[config.mk]
export PLATFORM = sky130hd
export DESIGN_NAME = game_score_tracker
export DESIGN_NICKNAME = d
export VERILOG_FILES = /design/src/rtl/game_score_tracker_pkg.sv /design/src/rtl/game_score_tracker_sat_adder.sv /design/src/rtl/game_score_tracker.sv
export SDC_FILE = /design/constraint.sdc
export NUM_CORES = 1
export LEC_CHECK = 0
export ABC_AREA = 1
export CELL_PAD_IN_SITES_DETAIL_PLACEMENT = 0
export CELL_PAD_IN_SITES_GLOBAL_PLACEMENT = 2
export CORE_MARGIN = 5
export CORE_UTILIZATION = 28
export CTS_CLUSTER_SIZE = 20
export DETAILED_ROUTE_END_ITERATION = 12
export PLACE_DENSITY_LB_ADDON = 0.1
export SLEW_MARGIN = 20
export SYNTH_ARGS = -nofsm -noshare
export SYNTH_HDL_FRONTEND = slang
export SYNTH_SLANG_ARGS = --single-unit
[constraint.sdc]
create_clock -name clk -period 1.7 [get_ports clk]
set_clock_uncertainty 0.05 [all_clocks]
set_input_delay 0.34 -clock clk [delete_from_list [all_inputs] [get_ports clk]]
set_output_delay 0.34 -clock clk [all_outputs]
set_load 0.02 [all_outputs]
[src/rtl/game_score_tracker_pkg.sv]
// Shared types and constants for the game score tracker: FSM state encoding,
// default score width and player ID width.
package game_pkg;
  localparam int SCORE_W_DEF = 8;
  localparam int UID_W       = 3;

  typedef enum logic [2:0] {
    IDLE,
    PLAY,
    REPORT,
    SETTLE,
    CHECK,
    DONE
  } state_t;
endpackage

[src/rtl/game_score_tracker_sat_adder.sv]
// Unsigned adder that clamps at all-ones instead of wrapping; used for score updates.
module sat_adder #(
  parameter int W = 8
) (
  input  logic [W-1:0] i_a,
  input  logic [W-1:0] i_b,
  output logic [W-1:0] o_sum
);
  logic [W:0] w_full;

  assign w_full = {1'b0, i_a} + {1'b0, i_b};
  assign o_sum  = w_full[W] ? {W{1'b1}} : w_full[W-1:0];
endmodule

[src/rtl/game_score_tracker.sv]
// Per-player game tracker feeding the high-score RAM controller: scores rounds,
// reports game over, requests the high-score check. Optional STREAK_BONUS_EN.
module game_score_tracker
  import game_pkg::*;
#(
  parameter int SCORE_W     = SCORE_W_DEF,
  parameter int LIVES       = 3,
  parameter int GO_HOLD     = 2,
  parameter int HS_DELAY    = 8,
  parameter int PTS_PER_WIN = 1
) (
  input  logic               clk,
  input  logic               rst,
  input  logic               game_start,
  input  logic [UID_W-1:0]   user_id,
  input  logic               round_win,
  input  logic               round_fail,
  input  logic [SCORE_W-1:0] high_score,
  output logic               go_state,
  output logic               hs_check,
  output logic [SCORE_W-1:0] score_out,
  output logic [UID_W-1:0]   user_id_out,
  output logic [1:0]         lives_left,
  output logic               busy,
  output logic               new_record
);
  localparam int MAX_CNT = (GO_HOLD > HS_DELAY) ? GO_HOLD : HS_DELAY;
  localparam int CNT_W   = (MAX_CNT < 2) ? 1 : $clog2(MAX_CNT);

  state_t             r_state, w_state_next;
  logic [CNT_W-1:0]   r_cnt, w_cnt_next;
  logic [SCORE_W-1:0] r_score, w_score_next, w_score_win, w_incr;
  logic [UID_W-1:0]   r_uid, w_uid_next;
  logic [1:0]         r_lives, w_lives_next;
  logic               r_new_record, w_new_record_next;
  logic               r_go, r_hs, r_busy;

`ifdef STREAK_BONUS_EN
  logic [1:0] r_streak, w_streak_inc;

  // Streak includes the win being scored, so the third consecutive win earns the bonus.
  assign w_streak_inc = (r_streak == 2'd3) ? 2'd3 : r_streak + 2'd1;
  assign w_incr = (w_streak_inc == 2'd3) ? SCORE_W'(2 * PTS_PER_WIN) : SCORE_W'(PTS_PER_WIN);

  always_ff @(posedge clk or negedge rst) begin
    if (!rst) begin
      r_streak <= 2'd0;
    end else if (r_state == IDLE && game_start) begin
      r_streak <= 2'd0;
    end else if (r_state == PLAY) begin
      if (round_fail)     r_streak <= 2'd0;
      else if (round_win) r_streak <= w_streak_inc;
    end
  end
`else
  assign w_incr = SCORE_W'(PTS_PER_WIN);
`endif

  sat_adder #(.W(SCORE_W)) u_sat_adder (
    .i_a   (r_score),
    .i_b   (w_incr),
    .o_sum (w_score_win)
  );

  always_comb begin
    w_state_next      = r_state;
    w_cnt_next        = r_cnt + 1'b1;
    w_score_next      = r_score;
    w_uid_next        = r_uid;
    w_lives_next      = r_lives;
    w_new_record_next = r_new_record;
    case (r_state)
      IDLE: begin
        if (game_start) begin
          w_score_next      = '0;
          w_lives_next      = LIVES[1:0];
          w_uid_next        = user_id;
          w_new_record_next = 1'b0;
          w_state_next      = PLAY;
        end
      end
      PLAY: begin
        // A fail in the same cycle as a win takes priority; the win is dropped.
        if (round_fail) begin
          w_lives_next = r_lives - 2'd1;
          if (r_lives == 2'd1) w_state_next = REPORT;
        end else if (round_win) begin
          w_score_next = w_score_win;
        end
      end
      REPORT: if (r_cnt == CNT_W'(GO_HOLD - 1))  w_state_next = SETTLE;
      SETTLE: if (r_cnt == CNT_W'(HS_DELAY - 1)) w_state_next = CHECK;
      CHECK:  w_state_next = DONE;
      DONE: begin
        w_new_record_next = (r_score > high_score);
        w_state_next      = IDLE;
      end
      default: w_state_next = IDLE;
    endcase
    if (w_state_next != r_state || r_state == IDLE || r_state == PLAY) w_cnt_next = '0;
  end

  // Strobes are derived from the next state so they line up with the state register.
  always_ff @(posedge clk or negedge rst) begin
    if (!rst) begin
      r_state      <= IDLE;
      r_cnt        <= '0;
      r_score      <= '0;
      r_uid        <= '0;
      r_lives      <= 2'd0;
      r_new_record <= 1'b0;
      r_go         <= 1'b0;
      r_hs         <= 1'b0;
      r_busy       <= 1'b0;
    end else begin
      r_state      <= w_state_next;
      r_cnt        <= w_cnt_next;
      r_score      <= w_score_next;
      r_uid        <= w_uid_next;
      r_lives      <= w_lives_next;
      r_new_record <= w_new_record_next;
      r_go         <= (w_state_next == REPORT);
      r_hs         <= (w_state_next == CHECK);
      r_busy       <= (w_state_next != IDLE);
    end
  end

  assign go_state    = r_go;
  assign hs_check    = r_hs;
  assign score_out   = r_score;
  assign user_id_out = r_uid;
  assign lives_left  = r_lives;
  assign busy        = r_busy;
  assign new_record  = r_new_record;
endmodule

==> impl_results.html <==
<table>
<tr><th>Metric</th><th>Value</th></tr>
<tr><th colspan="2">Cells and area</th></tr>
<tr><td>Area growth from synthesis to final layout</td><td>33.3%</td></tr>
<tr><td>Number of antenna repair diodes</td><td>0</td></tr>
<tr><td>Final instance area</td><td>around 1900 sq um</td></tr>
<tr><td>Final design utilization</td><td>38.0%</td></tr>
<tr><td>Total number of nets in the final design</td><td>256</td></tr>
<tr><td>Share of post-route cells with drive strength above 1</td><td>13.3%</td></tr>
<tr><td>Number of filler instances in the final layout</td><td>539</td></tr>
<tr><th colspan="2">CTS</th></tr>
<tr><td>Total of cells resized after clock tree synthesis</td><td>8</td></tr>
<tr><td># H-tree levels</td><td>1</td></tr>
<tr><td>CTS clock-pin slew for the worst setup and hold paths</td><td>0.09 ns</td></tr>
<tr><td>Clock tree from TritonCTS</td><td>done</td></tr>
<tr><td>Post-CTS setup buffers</td><td>0</td></tr>
<tr><td>Skew-Pair Late Insertion Delay</td><td>0.27 ns</td></tr>
<tr><td>CTS root buffer</td><td>clkbuf_8</td></tr>
<tr><td>Hold buffer count at CTS</td><td>0</td></tr>
<tr><td>CTS sink cnt</td><td>23</td></tr>
<tr><td>CTS Buffer Depth</td><td>2</td></tr>
<tr><td>Number of CTS-inserted buffers</td><td>3</td></tr>
<tr><th colspan="2">Worst setup path</th></tr>
<tr><td>Critical path buffers and inverters</td><td>1</td></tr>
<tr><td>Kind of capture point of the worst setup path</td><td>output port</td></tr>
<tr><td>Reg2Reg Setup Slack</td><td>0.15 ns</td></tr>
<tr><td>Worst path cell trace</td><td>clkdlybuf4s50_1</td></tr>
<tr><td>Type of the setup path with the least slack</td><td>flip-flop to output port</td></tr>
<tr><td>Critical-path top delay cell</td><td>clkdlybuf4s50_1</td></tr>
<tr><td>Critical path's top delay family</td><td>buffers and inverters</td></tr>
<tr><td>Kind of start point of the critical path</td><td>flip-flop</td></tr>
<tr><td>Crit path largest cell delay</td><td>a little over 0.6 ns</td></tr>
<tr><td>Crit path max fanout</td><td>2</td></tr>
<tr><td>Worst Path Arrival</td><td>between 1 and 1.5 ns</td></tr>
<tr><td>Data required time of the worst path</td><td>1.31 ns</td></tr>
<tr><th colspan="2">Timing</th></tr>
<tr><td>Setup violation total in the final timing report</td><td>0</td></tr>
<tr><td>Fin. max-slew vios</td><td>0</td></tr>
<tr><td>Transition time at the pin with the least slew margin</td><td>0.388 ns</td></tr>
<tr><td>Unrepaired setup endpoints after global routing</td><td>yes</td></tr>
<tr><td>Crit share post-route</td><td>between 90% and 100%</td></tr>
<tr><td>Hold violation count in the final report</td><td>0</td></tr>
<tr><td>Maximum frequency from static timing analysis</td><td>between 0.6 and 0.7 GHz</td></tr>
<tr><td>Worst rel slew slack</td><td>73.9%</td></tr>
<tr><td>Post-route minimum period</td><td>1.62 ns</td></tr>
<tr><th colspan="2">Placement</th></tr>
<tr><td>Detail Placement HPWL</td><td>2.80 mm</td></tr>
<tr><td>Final RePlAce weighted congestion</td><td>0.776</td></tr>
<tr><td>Placement Cell Area</td><td>1870 sq um</td></tr>
<tr><td>Port Buffer Count</td><td>32</td></tr>
<tr><th colspan="2">Logic synthesis</th></tr>
<tr><td>Share of synthesized registers carrying an async set or reset</td><td>100%</td></tr>
<tr><td>Cell accounting for the most synthesized area</td><td>dfrtp_1</td></tr>
<tr><td>Number of standard cells after synthesis</td><td>187</td></tr>
<tr><td>Cell with the most instances after synthesis</td><td>nand2_1</td></tr>
<tr><td>Ranking of synthesized cells by instance count</td><td>nand2_1 (47), inv_1 (28), dfrtp_1 (23)</td></tr>
<tr><td>Post-synth EDFFs</td><td>0</td></tr>
<tr><td>Proportion of synthesized chip area in sequential cells</td><td>about 40%</td></tr>
<tr><td>Count of state elements after synthesis</td><td>23</td></tr>
<tr><td>Top cells by area in the synthesized netlist</td><td>dfrtp_1 (40%), nand2_1 (12%), ha_1 (11%)</td></tr>
<tr><td>Post-synthesis instance area</td><td>1440 sq um</td></tr>
<tr><td>Number of nets in the synthesized netlist</td><td>216</td></tr>
<tr><td>Top_reg_cell synth</td><td>dfrtp_1</td></tr>
<tr><td>Synthesized area per cell</td><td>7.68 sq um</td></tr>
<tr><td>Number of distinct standard cells referenced by the synthesized netlist</td><td>23</td></tr>
<tr><td>Warning count from the yosys run</td><td>0</td></tr>
<tr><td>Area share of the largest cell type after synthesis</td><td>about 40%</td></tr>
<tr><th colspan="2">Detailed routing</th></tr>
<tr><td>Drt first-iter violations</td><td>119</td></tr>
<tr><td>Initial DRT Pass Iterations</td><td>4</td></tr>
<tr><td>Vias</td><td>1,265</td></tr>
<tr><td>WL final</td><td>approximately 3.4 mm</td></tr>
<tr><td>Detail-routed net length per standard cell</td><td>between 10 and 15 um</td></tr>
<tr><td>Vias/cell</td><td>4.27</td></tr>
<tr><td>Post-DRT Antenna Nets</td><td>0</td></tr>
<tr><td>Remaining DRCs</td><td>0</td></tr>
<tr><th colspan="2">Job</th></tr>
<tr><td>Reported max-cap violation count</td><td>0</td></tr>
<tr><th colspan="2">Floorplan</th></tr>
<tr><td>Number of top-level design ports</td><td>33</td></tr>
<tr><td>DIE AREA</td><td>between 6000 and 7000 sq um</td></tr>
<tr><td>Die Ht</td><td>81.6 um</td></tr>
<tr><td>Floorplan die width</td><td>81.6 um</td></tr>
<tr><td>Floorplan core area</td><td>5040 sq um</td></tr>
<tr><td>Starting utilization of the core area</td><td>28.5%</td></tr>
<tr><td>Standard-cell row count</td><td>26</td></tr>
<tr><th colspan="2">Pwr</th></tr>
<tr><td>Static power due to leakage</td><td>0.000991 uW</td></tr>
<tr><td>Proportion of power drawn by flip-flops and latches</td><td>37.7%</td></tr>
<tr><td>Net Switching</td><td>slightly below 900 uW</td></tr>
<tr><td>Switch share</td><td>41.0%</td></tr>
<tr><td>Power per cell area</td><td>1120 nW/um^2</td></tr>
<tr><td>Peak VDD IR</td><td>approximately 0.00066 V</td></tr>
<tr><td>Cell Int Power</td><td>1260 uW</td></tr>
<tr><td>Part of the total power dissipated in combinational logic</td><td>45.6%</td></tr>
<tr><td>Part of the power in the clock network</td><td>16.7%</td></tr>
<tr><th colspan="2">GRT</th></tr>
<tr><td>Wire length of the first global-routing pass</td><td>5.90 mm</td></tr>
<tr><td>Number of antenna violations at the first check in global routing</td><td>0</td></tr>
<tr><td>Via count of the first global-routing pass</td><td>roughly 1,300</td></tr>
<tr><td>Total congestion overflow</td><td>0</td></tr>
<tr><td>Total routing resource utilization after global routing</td><td>a little under an eighth</td></tr>
<tr><td>Pin count of the biggest net entering global routing</td><td>24</td></tr>
<tr><th colspan="2">Worst hold path</th></tr>
<tr><td>Type of the tightest min-delay check</td><td>input port to asynchronous set/reset pin</td></tr>
<tr><th colspan="2">Status</th></tr>
<tr><td>Result of the run</td><td>finished, final reports clean</td></tr>
</table>
[power by group through the flow]
stage          registers, uW  logic, uW  clock network [uW]
4_1_cts                  808       1000                 373
2_1_floorplan            913        523                   0
5_1_grt                  833       1110                 400
6_report                 807        976                 359
3_5_place_dp             817       1010                   0
3_3_place_gp             812        990                   0
[path summary, 6_finish.rpt]
path,start,to,cells after the start
worst max-delay path,lives_left[1],lives_left[1],1
worst min-delay path,rst,r_cnt[1],2
worst max register to register,score_out[1],score_out[2],7
worst min register to register,r_cnt[0],r_cnt[0],1
max in group asynchronous,rst,score_out[0],2
min in group clk,r_cnt[0],r_cnt[0],1
[stage by stage]
step	std cells	total power, uW	setup slack [ns]	TNS [ns]	hold WS, ns
after global placement	292	1800	-0.0768	-0.0768	0.403
final	296	2140	0.0798	0	0.365
after CTS	296	2180	0.00102	0	0.378
after floorplan	187	1440	0.215	0	-0.00559
after detailed placement	292	1820	-0.0652	-0.0652	0.405
after global routing	296	2340	-0.0225	-0.0315	0.393
[cell usage in the layout, fill, tap and decap left out, types with 5 or more instances in the layout]
| master | count |
|---|---|
| clkdlybuf4s50_1 | 22 |
| dfrtp_1 | 22 |
| dlygate4sd2_1 | 8 |
| ha_1 | 13 |
| inv_1 | 28 |
| inv_2 | 5 |
| nand2_1 | 47 |
| nand3_1 | 10 |
| nor2_1 | 18 |
| o21ai_0 | 6 |
| o21ai_1 | 8 |
[logic make-up after synthesis]
family,after synthesis,synth area share [%]
AOI/OAI and AO/OA,24,9.76
adders and majority gates,13,11.3
buffers and inverters,34,8.97
DFF,23,40.1
and+or+nand+nor,93,29.9
[layer usage]
layer	vias to the layer above	share of wire, %	global-route usage, %
li1	674	-	-
met1	569	48	14.7
met2	20	48	19.2
met3	2	3.7	2.19
met4	0	0.64	3.99
met5	-	0	0
[sequential cells by signal, indices dropped and copies added (netlist names)]
signal       cells
hs_check         1
user_id_out      3
busy             1
r_cnt            3
go_state         1
lives_left       2
new_record       1
score_out        8
r_state          3
[layout make-up]
| class | count | area (sq um) | area share [%] |
|---|---|---|---|
| inverter | 34 | 129 | 6.73 |
| clock buffer | 3 | 41.3 | 2.16 |
| timing repair buffer | 35 | 338 | 17.6 |
| tap | 70 | 87.6 | 4.58 |
| sequential | 23 | 577 | 30.1 |
| clock inverter | 1 | 7.51 | 0.392 |
| multi-input combinational | 130 | 734 | 38.4 |
No activity file was read; power rests on OpenSTA's default activity.
==> patch (config.mk and constraints unchanged) <==
Re-encode `state_t` (6 states) as one-hot, 6 bits wide.
--- a/src/rtl/game_score_tracker_pkg.sv
+++ b/src/rtl/game_score_tracker_pkg.sv
@@ -5,11 +5,11 @@
   localparam int UID_W       = 3;
 
-  typedef enum logic [2:0] {
-    IDLE,
-    PLAY,
-    REPORT,
-    SETTLE,
-    CHECK,
-    DONE
+  typedef enum logic [5:0] {
+    IDLE   = 6'b000001,
+    PLAY   = 6'b000010,
+    REPORT = 6'b000100,
+    SETTLE = 6'b001000,
+    CHECK  = 6'b010000,
+    DONE   = 6'b100000
   } state_t;
 endpackage
Check against the original RTL: same outputs for any inputs over 10 cycles, from zero or initial values and one cycle with rst low; not proved beyond that.
==> patch against the unedited design <==
Wire length increased by 11%. Utilization is 0.44 points lower. Sequential share of layout area down 0.20 points. Synthesized area up 15%. Total power is 8.6% higher. Maximum frequency shrank 0.60%. Synthesized cell count is 13% higher. Final area rose by 14%. Largest cell class unchanged. Global-route usage decreased by 0.25 points. Setup slack got worse by 0.0098 ns. Sequential cell count up 3.
==> patch: results (changes against the unedited design) <==
** Status
- Status :: completed

** Finish
- The number of nets in the final layout was 283 (+11%).
- Count of inserted antenna diode cells :: 0 (unchanged)
- Layout fillers :: 653 (+21%)
- The layout cell share with drive strength beyond 1 was 0.1265 (-0.006261).

** Power and ir drop
- Cell-internal power :: 1.440 mW (+14%)
- Static leakage power :: 1.192 nW (+20%)
- Worst vdd ir :: 0.5250 mV (-20%)

** Detailed routing
- The routed metal-1 wirelength was 1794 microns (+9.1%).
- The detailed route wirelength on metal3 is 164 microns (+29%).
- The number of optimization iterations in the first detailed-route pass came to 2 (-2).
- Drt initial violations :: 21 (-82%)
- The total met2 wirelength after detailed routing is 1835 microns (+12%).
- Total Routed Length :: 3822 microns (+11%)
- Via total after detailed routing :: 1,383 (+9.3%)

** Yosys
- Top cells by count, synth :: 64 x sky130_fd_sc_hd__nand2_1, 33 x sky130_fd_sc_hd__inv_1, 25 x sky130_fd_sc_hd__dfrtp_1
- The register area share after synthesis came to 0.3947 (-0.006000).
- Mux cell area share after synthesis :: 0 (unchanged)
- Xor/xnor cell area share of the yosys netlist :: 0.01591 (+0.01591)
- Library cells used by synthesis :: 29 (+26%)
- The fraction of registers with async set or reset after synthesis was 1.000 (unchanged).
- Top area cells in the synthesized netlist :: sky130_fd_sc_hd__dfrtp_1 38%, sky130_fd_sc_hd__nand2_1 15%, sky130_fd_sc_hd__ha_1 9.8%
- Fraction of synthesized cell area taken by the top area cell type :: 0.3788 (-0.02191)
- The adder-cell share of the synthesized area came to 0.09848 (-0.01476).
- The net count after synthesis is 240 (+11%).
- The post-synthesis compound-gate area fraction came to 0.06970 (-0.02786).

** Min path
- Worst hold-check path type :: primary input to asynchronous set/reset pin

** Placed design
- Placed inst area :: 0.002110 sq mm (+13%)
- Global placement routability congestion :: 0.7414 (-4.4%)
- Count of buffers from port buffering :: 32 (unchanged)
- The post-detailed-placement half-perimeter wirelength came to 2986 microns (+6.6%).

** Setup path
- Crit path to :: user_id_out[1]
- Tracing the worst setup path back leads to its startpoint at user_id_out[1]$_DFFE_PN0P_.
- The endpoint identified for the worst register-to-register timing path is new_record$_DFFE_PN0P_.
- The count of cells along the worst register-to-register path is 8 (+1).
- RR Startpoint :: score_out[1]$_DFFE_PN0P_
- Slack of the worst reg-to-reg path :: 0.22 ns (+0.07 ns)

** GRT
- The global-route wire length before repair came to 6589 microns (+12%).
- Largest net degree at the start of global routing :: 27 (+13%)
- The overall global routing resource usage was 0.1119 (-0.002536).

** STA
- Final worst hold slack :: 0.3827 ns (+0.01741 ns)
- The max-slew headroom at the worst pin is 0.7397 (about the same).

** Clocking
- Clk Tree Root Cell :: sky130_fd_sc_hd__clkbuf_8
- Postcts setup bufs :: 0 (unchanged)
- Total CTS buffers :: 3 (unchanged)

** Floorplanning
- Total Die Area :: 0.007534 sq mm (+13%)
==> patch: cell count changes after synthesis, moves of 5 or more <==
cell | unedited run | this run
sky130_fd_sc_hd__o21ai_1 | 8 | 3
sky130_fd_sc_hd__nand2_1 | 47 | 64
sky130_fd_sc_hd__nor2_1 | 19 | 14
sky130_fd_sc_hd__inv_2 | 5 | 0
sky130_fd_sc_hd__inv_1 | 28 | 33
sky130_fd_sc_hd__a21oi_1 | 4 | 10
==> patch: final cells by class <==
cell class | count | area (sq um) | share of cell area
Clock buffer | 3 | 41.29 | 0.01892
Timing Repair Buffer | 40 | 377.9 | 0.1732
Sequential cell | 26 | 653.1 | 0.2993
Multi-Input combinational cell | 149 | 855.8 | 0.3922
Tap cell | 75 | 93.84 | 0.04300
Clock inverter | 1 | 30.03 | 0.01376
Inverter | 34 | 130.1 | 0.05963
==> patch: routing by layer <==
metal  vias up  track usage
li1        746            -
met1       613       0.1369
met2        22       0.1946
met3         2      0.03042
met4         0      0.02550
met5         -            0
==> patch: power groups by stage <==
stage / Combinational, mW / Sequential [mW] / Clock, mW
after floorplan: 0.592 / 0.898 / 0
after CTS: 1.04 / 0.799 / 0.557
final: 1.01 / 0.797 / 0.524
after detailed placement: 1.04 / 0.811 / 0
after global routing: 1.13 / 0.812 / 0.589
after global placement: 1.05 / 0.816 / 0
==> patch: stage by stage <==
| step | std cells | setup TNS, ns | worst slack, ns |
|---|---|---|---|
| global route | 328 | 0 | 0.005845 |
| detailed placement | 324 | -0.1832 | -0.1832 |
| finish | 328 | 0 | 0.07000 |
| CTS | 328 | 0 | 0.01156 |
| floorplan | 211 | 0 | 0.2348 |
| global placement | 324 | -0.1639 | -0.1639 |
==> patch: what timing repair did <==
action,CTS,global route
hold buffers,0,0
setup endpoints to repair,8,5
resized for setup,8,5
